`src/rtl/systemizer_host_ctrl.sv`:
```
// Host-side controller for the systemizer: loads an L x K matrix, sequences the
// left and right passes, retries on early-abort fail and streams the public-key words out.
module systemizer_host_ctrl #(
  parameter int unsigned M  = 1,
  parameter int unsigned N  = 20,
  parameter int unsigned L  = 200,
  parameter int unsigned K  = 400,
  parameter int unsigned AW = $clog2(L * K / N)
) (
  input  logic           clk,
  input  logic           rst,
  input  logic           go,
  input  logic           in_valid,
  output logic           in_ready,
  input  logic [N*M-1:0] in_data,
  output logic           out_valid,
  input  logic           out_ready,
  output logic [N*M-1:0] out_data,
  output logic           out_last,
  output logic           busy,
  output logic           retry,
  output logic           job_done,
  output logic           sys_start,
  output logic           sys_start_right,
  input  logic           sys_success,
  input  logic           sys_fail,
  input  logic           sys_done,
  output logic           sys_wr_en,
  output logic [AW-1:0]  sys_wr_addr,
  output logic [N*M-1:0] sys_data_in,
  output logic           sys_rd_en,
  output logic [AW-1:0]  sys_rd_addr,
  input  logic [N*M-1:0] sys_data_out
);

  localparam int unsigned DW     = N * M;
  localparam int unsigned Words  = L * K / N;
  localparam int unsigned RBase  = L * L / N;
  localparam int unsigned RWords = Words - RBase;

  // One extra bit so the read pointer can rest at Words even when Words is a power of two.
  typedef logic [AW:0] cnt_t;
  localparam cnt_t WordsC = cnt_t'(Words);
  localparam cnt_t WLastC = cnt_t'(Words - 1);
  localparam cnt_t RBaseC = cnt_t'(RBase);
  localparam cnt_t RLastC = cnt_t'(RWords - 1);

  typedef enum logic [2:0] {
    StIdle, StLoad, StStartL, StWaitL, StStartR, StWaitR, StUnload, StDone
  } state_e;

  state_e        state_q, state_d;
  cnt_t          wr_ptr_q, wr_ptr_d;
  cnt_t          rd_ptr_q, rd_ptr_d;
  cnt_t          sent_q, sent_d;
  logic          retry_q, retry_d;
  logic          wr_en_q;
  logic [AW-1:0] wr_addr_q;
  logic [DW-1:0] wr_data_q;
  logic          inflight_q;
  logic [DW-1:0] fifo_q [2];
  logic          fifo_wptr_q, fifo_rptr_q;
  logic [1:0]    fifo_cnt_q;
  logic [1:0]    occ;
  logic          pop, rd_en, wr_hs;

  assign out_valid   = (fifo_cnt_q != 2'd0);
  assign pop         = out_valid & out_ready;
  assign out_data    = fifo_q[fifo_rptr_q];
  assign out_last    = out_valid && (sent_q == RLastC);
  assign wr_hs       = in_valid & in_ready;
  // Credit the pop this cycle so a drained FIFO can sustain one word per cycle.
  assign occ         = fifo_cnt_q + {1'b0, inflight_q} - {1'b0, pop};
  assign retry       = retry_q;
  assign sys_wr_en   = wr_en_q;
  assign sys_wr_addr = wr_addr_q;
  assign sys_data_in = wr_data_q;
  assign sys_rd_en   = rd_en;
  assign sys_rd_addr = rd_ptr_q[AW-1:0];

  always_comb begin
    state_d         = state_q;
    wr_ptr_d        = wr_ptr_q;
    rd_ptr_d        = rd_ptr_q;
    sent_d          = sent_q;
    retry_d         = 1'b0;
    in_ready        = 1'b0;
    sys_start       = 1'b0;
    sys_start_right = 1'b0;
    job_done        = 1'b0;
    busy            = 1'b1;
    rd_en           = 1'b0;
    case (state_q)
      StIdle: begin
        busy = 1'b0;
        if (go) begin
          state_d  = StLoad;
          wr_ptr_d = '0;
        end
      end
      StLoad: begin
        in_ready = 1'b1;
        if (in_valid) begin
          if (wr_ptr_q == WLastC) begin
            state_d = StStartL;
          end else begin
            wr_ptr_d = wr_ptr_q + 1'b1;
          end
        end
      end
      StStartL: begin
        sys_start = 1'b1;
        state_d   = StWaitL;
      end
      StWaitL: begin
        // Fail wins when both flags arrive together.
        if (sys_fail) begin
          retry_d  = 1'b1;
          wr_ptr_d = '0;
          state_d  = StLoad;
        end else if (sys_success) begin
          state_d = StStartR;
        end
      end
      StStartR: begin
        sys_start_right = 1'b1;
        state_d         = StWaitR;
      end
      StWaitR: begin
        if (sys_done) begin
          rd_ptr_d = RBaseC;
          sent_d   = '0;
          state_d  = StUnload;
        end
      end
      StUnload: begin
        rd_en = (rd_ptr_q < WordsC) && (occ < 2'd2);
        if (rd_en) rd_ptr_d = rd_ptr_q + 1'b1;
        if (pop) begin
          sent_d = sent_q + 1'b1;
          if (sent_q == RLastC) state_d = StDone;
        end
      end
      StDone: begin
        job_done = 1'b1;
        busy     = 1'b0;
        state_d  = StIdle;
      end
      default: state_d = StIdle;
    endcase
  end

  always_ff @(posedge clk or negedge rst) begin
    if (!rst) begin
      state_q  <= StIdle;
      wr_ptr_q <= '0;
      rd_ptr_q <= '0;
      sent_q   <= '0;
      retry_q  <= 1'b0;
    end else begin
      state_q  <= state_d;
      wr_ptr_q <= wr_ptr_d;
      rd_ptr_q <= rd_ptr_d;
      sent_q   <= sent_d;
      retry_q  <= retry_d;
    end
  end

  always_ff @(posedge clk or negedge rst) begin
    if (!rst) begin
      wr_en_q   <= 1'b0;
      wr_addr_q <= '0;
      wr_data_q <= '0;
    end else begin
      wr_en_q <= wr_hs;
      if (wr_hs) begin
        wr_addr_q <= wr_ptr_q[AW-1:0];
        wr_data_q <= in_data;
      end
    end
  end

  always_ff @(posedge clk or negedge rst) begin
    if (!rst) begin
      inflight_q  <= 1'b0;
      fifo_q[0]   <= '0;
      fifo_q[1]   <= '0;
      fifo_wptr_q <= 1'b0;
      fifo_rptr_q <= 1'b0;
      fifo_cnt_q  <= 2'd0;
    end else begin
      inflight_q <= rd_en;
      if (inflight_q) begin
        fifo_q[fifo_wptr_q] <= sys_data_out;
        fifo_wptr_q         <= ~fifo_wptr_q;
      end
      if (pop) fifo_rptr_q <= ~fifo_rptr_q;
      fifo_cnt_q <= fifo_cnt_q + {1'b0, inflight_q} - {1'b0, pop};
    end
  end

endmodule

```
`config.mk`:
```
export PLATFORM = sky130hd
export DESIGN_NAME = systemizer_host_ctrl
export DESIGN_NICKNAME = d
export VERILOG_FILES = /design/src/rtl/systemizer_host_ctrl.sv
export SDC_FILE = /design/constraint.sdc
export NUM_CORES = 1
export LEC_CHECK = 0
export CAP_MARGIN = 20
export CELL_PAD_IN_SITES_DETAIL_PLACEMENT = 1
export CELL_PAD_IN_SITES_GLOBAL_PLACEMENT = 1
export CORE_MARGIN = 3
export CORE_UTILIZATION = 43
export DETAILED_ROUTE_END_ITERATION = 6
export PLACE_DENSITY_LB_ADDON = 0.15
export SETUP_SLACK_MARGIN = 0.05
export SYNTH_ARGS = -nofsm -noshare
export SYNTH_HDL_FRONTEND = slang
export SYNTH_SLANG_ARGS = --single-unit
```
`constraint.sdc`:
```
create_clock -name clk -period 5.83 [get_ports clk]
set_clock_uncertainty 0.1 [all_clocks]
set_input_delay 0.8745 -clock clk [delete_from_list [all_inputs] [get_ports clk]]
set_output_delay 0.8745 -clock clk [all_outputs]
set_load 0.05 [all_outputs]
```
Word-level counts from Yosys, hierarchy flattened
Cells that the tools add are included.
W data, S select, Z words.
- bitwise operators: 6
- reductions and logical operators: 12
- equality and inequality tests: 19
- multiplexer cells: 34
- $add $sub $neg: 5
- $lt $le $gt $ge: 5
- operator list (cell ; number):
    $mux W13 ; 8
    $mux W20 ; 4
    $pmux W13 S2 ; 2
    $bwmux W40 ; 1
    $add A13 B1 Y13 const B ; 3
    $pmux W13 S3 ; 1
    $mux W3 ; 8
    $pmux W3 S8 ; 1
    $demux W20 S1 ; 1
    $ne A2 B2 Y1 const B ; 9
    $eq A13 B11 Y1 const B ; 1
    $eq A13 B12 Y1 const B ; 1
    $lt A13 B12 Y1 const B ; 1
    $eq A3 B3 Y1 const B ; 4
    $mux W1 ; 8
    $reduce_and A7 Y1 ; 1
    $eq A3 B2 Y1 const B ; 2
    $reduce_and A3 Y1 ; 2
    $reduce_and A5 Y1 ; 1
    $ge A2 B2 Y1 const B ; 2
    $not A1 Y2 ; 2
    $reduce_bool A2 Y1 ; 2
    $eq A3 B1 Y1 const B ; 1
    $logic_and A1 B1 Y1 ; 3
    10 further kinds ; 12
- output and inout bits: 74
- register bits after elaboration: 121
- input bits: 48
- word-level logic and storage cells: 95

Longest topological paths before layout
- word-level depth: 7
- depth in mapped cells: 9
- mapped depth without buffers: 8

Worst setup path before layout
Ideal clock, no wire load.
- kind: register -> output
- from: register sent_q[5]
- to: output out_last
- required time: 4.856 ns
- arrival: 2.567 ns
- stages on the path, launching flop included: 3
- path buffers: 0
- slack: 2.288 ns
- path through: dfrtp_1 or4_1 nor4b_1
- longest elaborated chain between the ends: 2
- ends and longest elaborated chain (item ; line ; RTL):
    start: declaration ; 55 ; cnt_t sent_q, sent_d;
    start signal: assignment ; 164 ; sent_q <= sent_d;
    $eq A13 B11 Y1 ; 70 ; assign out_last = out_valid && (sent_q == RLastC);
    $logic_and A1 B1 Y1 ; 70 ;
    end: declaration ; 19 ; output logic out_last,
No other way between the ends.

Worst setup path in the final report
- from: input out_ready
- to: output sys_rd_en
- longest elaborated chain between the ends: 5
- ends and longest elaborated chain (item ; line ; RTL):
    start: declaration ; 17 ; input logic out_ready,
    $and A1 B1 Y1 ; 68 ; assign pop = out_valid & out_ready;
    $sub A2 B1 Y2 ; 73 ; assign occ = fifo_cnt_q + {1'b0, inflight_q} - {1'b0, pop};
    $lt A2 B2 Y1 ; 137 ; rd_en = (rd_ptr_q < WordsC) && (occ < 2'd2);
    $logic_and A1 B1 Y1 ; 137 ;
    $mux W1 ; 93 ; case (state_q)
    end: declaration ; 31 ; output logic sys_rd_en,
No other way between the ends.

==> results.tsv <==
stage	metric	value	unit
worst_setup_path	CP required	4.86	ns
worst_setup_path	Worst Setup Start Kind	input port	
placed_design	Post-DP HPWL	10000	um
floorplan	core region area	12800	um2
clocking	Sink Count	121	
global_routing	All-Layer GR Usage	0.217	
job	MaxCap Viol Count	0	
clocking	CTS max path bufs	2	
power	Int Power	1940	uW
sta	Fin. Hold Viols	0	
placed_design	placed cells	752	
placed_design	routability congestion estimate	0.780	
floorplan	row cnt	41	
yosys	commonest cells in the netlist	121 x dfrtp_1, 90 x mux2_2, 34 x nor2_1, 22 x nand2_1, 20 x nand3_1	
sta	RSZ-0062 raised after global routing	false	
power	sequential share of power	0.357	
power	switching pwr	833	uW
clocking	H-tree levels	4	
routing	Initial DRC Count	159	
clocking	Worst-Skew Late Latency	0.41	ns
sta	fin crit period	4.59	ns
sta	Slew headroom	0.371	
outcome	status	finished clean	
final_layout	layout cells sized above 1	0.215	
sta	Worst-Margin Slew	0.943	ns
global_routing	initial antenna violation count	0	
final_layout	nets@finish	657	
yosys	synthesized cell area	5730	um2
sta	Slew Viols, Final	0	
worst_setup_path	CP Class	in -> out	
final_layout	antenna cell count	0	
floorplan	Die Span X	121	um
sta	Peak Freq	218	MHz
power	proportion of power drawn by the clock network	0.414	
routing	routed via count	4245	
routing	DR WL/cell	19.2	um
power	maximum VDD drop	0.143	mV
global_routing	vias in the first global route	4635	
clocking	Root Buffer	clkbuf_16	
power	Overall Power	2770	uW
worst_setup_path	CP max FO	10	
routing	routed vias/inst	5.40	
yosys	sequential-to-total area share from yosys stat	0.529	
yosys	Post-synth top flop	dfrtp_1	
sta	Final setup viols	0	
power	LEAKAGE	0.00330	uW
sta	final worst path period share	0.788	
power	P per Cell Area	361	nW/um2
yosys	EDFF count, synth	0	
yosys	Area contributors post-synth	dfrtp_1 53%, mux2_2 18%, xnor2_1 2.9%, nor2_1 2.2%, ha_1 1.7%	
power	combinational share of power	0.229	
global_routing	largest net degree at the start of global routing	73	
yosys	Mapped Nets	545	
clocking	Num CTS Buffers	17	
global_routing	first-pass GRT wire length	24800	um
placed_design	I/O Buffers	121	
final_layout	post-layout util	0.598	
final_layout	Non-Filler Instances	786	
clocking	clock-pin transition on the worst setup and hold timing paths	0.05	ns
routing	DRC Markers	0	
sta	setup TNS	0	ns
yosys	async set-reset flop share out of synthesis	1.00	
clocking	CTS tree	built	
routing	Final ANT Viol Nets	0	
clocking	Post-CTS Resized	0	
power	Switching Fraction	0.301	
global_routing	total grt overflow	0	
floorplan	Chip Height	121	um
yosys	biggest area consumer among synthesized cells	dfrtp_1	
yosys	Yosys cell types	49	
routing	Initial DRT Pass Iterations	4	
floorplan	Initial Utilization	0.447	
yosys	Yosys reg bits	121	
clocking	setup repair bufs after CTS	0	
floorplan	IO Pins	122	
worst_setup_path	CP arrival	3.62	ns
yosys	Yosys top cell area share	0.529	
worst_setup_path	R2R Setup Slk	3.25	ns
yosys	Synthesis Warnings	0	
clocking	# hold bufs at CTS	0	
final_layout	P&R area growth vs syn	33.8	%
routing	Routed WL	15100	um
yosys	average cell area after synthesis	11.7	um2
floorplan	Die ar.	14700	um2
yosys	post-synthesis cell count	489	
final_layout	FILL cells	1336	
yosys	most frequent cell after synthesis	dfrtp_1	
worst_hold_path	Hold WC Path Type	reg -> reg	
worst_setup_path	Crit. End Element	output pin	
-- metal layers --
layer / up-vias / part of all wire / routed length [um] / global-route usage
met4: 0 / 0.010 / 158 / 0.0693
met3: 12 / 0.046 / 693 / 0.0559
met2: 95 / 0.51 / 7750 / 0.372
met1: 2175 / 0.43 / 6450 / 0.267
met5: - / 0 / 0 / 0
li1: 1963 / - / - / -
-- worst paths after layout --
check | from | endpoint | depth (start not counted)
setup / recovery | out_ready | sys_rd_en | 9
hold / removal | sys_wr_addr[1] | sys_wr_addr[1] | 2
setup reg to reg | state_q[2] | sys_wr_addr[5] | 5
hold reg to reg | sys_wr_addr[1] | sys_wr_addr[1] | 2
max in group asynchronous | rst | fifo_q[8] | 2
min in group asynchronous | rst | fifo_q[25] | 1
-- sequential cells by signal (all words and copies together), names as in the netlist --
signal and flops:
state_q 3, inflight_q 1, retry 1, fifo_cnt_q 2, fifo_wptr_q 1, wr_ptr_q 13
sent_q 13, fifo_q 40, sys_data_in 20, sys_wr_addr 12, fifo_rptr_q 1, rd_ptr_q 13
sys_wr_en 1
-- metrics by stage --
| stage | setup slack (ns) | instance area, um2 | hold slack (ns) |
|---|---|---|---|
| floorplan | 2.29 | 5730 | 0.360 |
| global placement | 1.43 | 6990 | 0.363 |
| detailed placement | 1.32 | 6990 | 0.371 |
| CTS | 1.25 | 7640 | 0.394 |
| global route | 0.978 | 7670 | 0.414 |
| finish | 1.24 | 7670 | 0.389 |
-- power by group through the flow --
stage / Sequential, uW / Clock (uW) / Combinational, uW
global route: 1000 / 1210 / 665
floorplan: 1070 / 0 / 325
CTS: 990 / 1170 / 644
global placement: 995 / 0 / 624
detailed placement: 1000 / 0 / 636
finish: 990 / 1150 / 635
-- layout make-up --
class                   count  area, um2  area share
clock inverters             7        135      0.0176
multi-input cells         321       2470       0.322
inverters                  14       52.6     0.00685
repair buffers            126       1250       0.164
well taps                 172        215      0.0281
flip-flops and latches    121       3030       0.395
clock buffers              25        515      0.0672
-- cells by family after synthesis --
kind of cell | Yosys count | share of synthesized area
and+or+nand+nor | 151 | 0.145
DFF | 121 | 0.529
muxes | 94 | 0.184
AOI/OAI and AO/OA | 47 | 0.0513
buffers and inverters | 47 | 0.0413
xor gates and xnor gates | 21 | 0.0321
adders and majority gates | 8 | 0.0175
-- worst max-delay path, cell delays in order --
cell,delay (ns)
clkdlybuf4s50_1,0.51
nor2b_1,0.23
nand2_1,0.08
o21ai_0,0.09
ha_1,0.21
or3_1,0.15
nand4b_1,0.36
nor2_1,0.27
clkdlybuf4s50_1,0.84
-- layout by cell type (no fill, tap or decap), types with 4 or more instances in the layout --
cell,n
ha_1,8
nor2_1,34
o21ai_0,16
a21oi_1,6
and2_1,5
nand2_1,22
dfrtp_1,121
o21a_1,4
and3_1,4
buf_4,5
nor3_1,9
bufinv_16,4
inv_1,14
nor2b_1,5
clkbuf_16,17
xnor2_1,19
clkbuf_8,6
nand4_1,12
nor4_1,14
clkdlybuf4s50_1,120
mux2_2,90
or4_1,4
nand3_1,20
o211ai_1,5
a31oi_1,5
or3_1,6
Note: power is estimated with default switching activity, not from simulation.
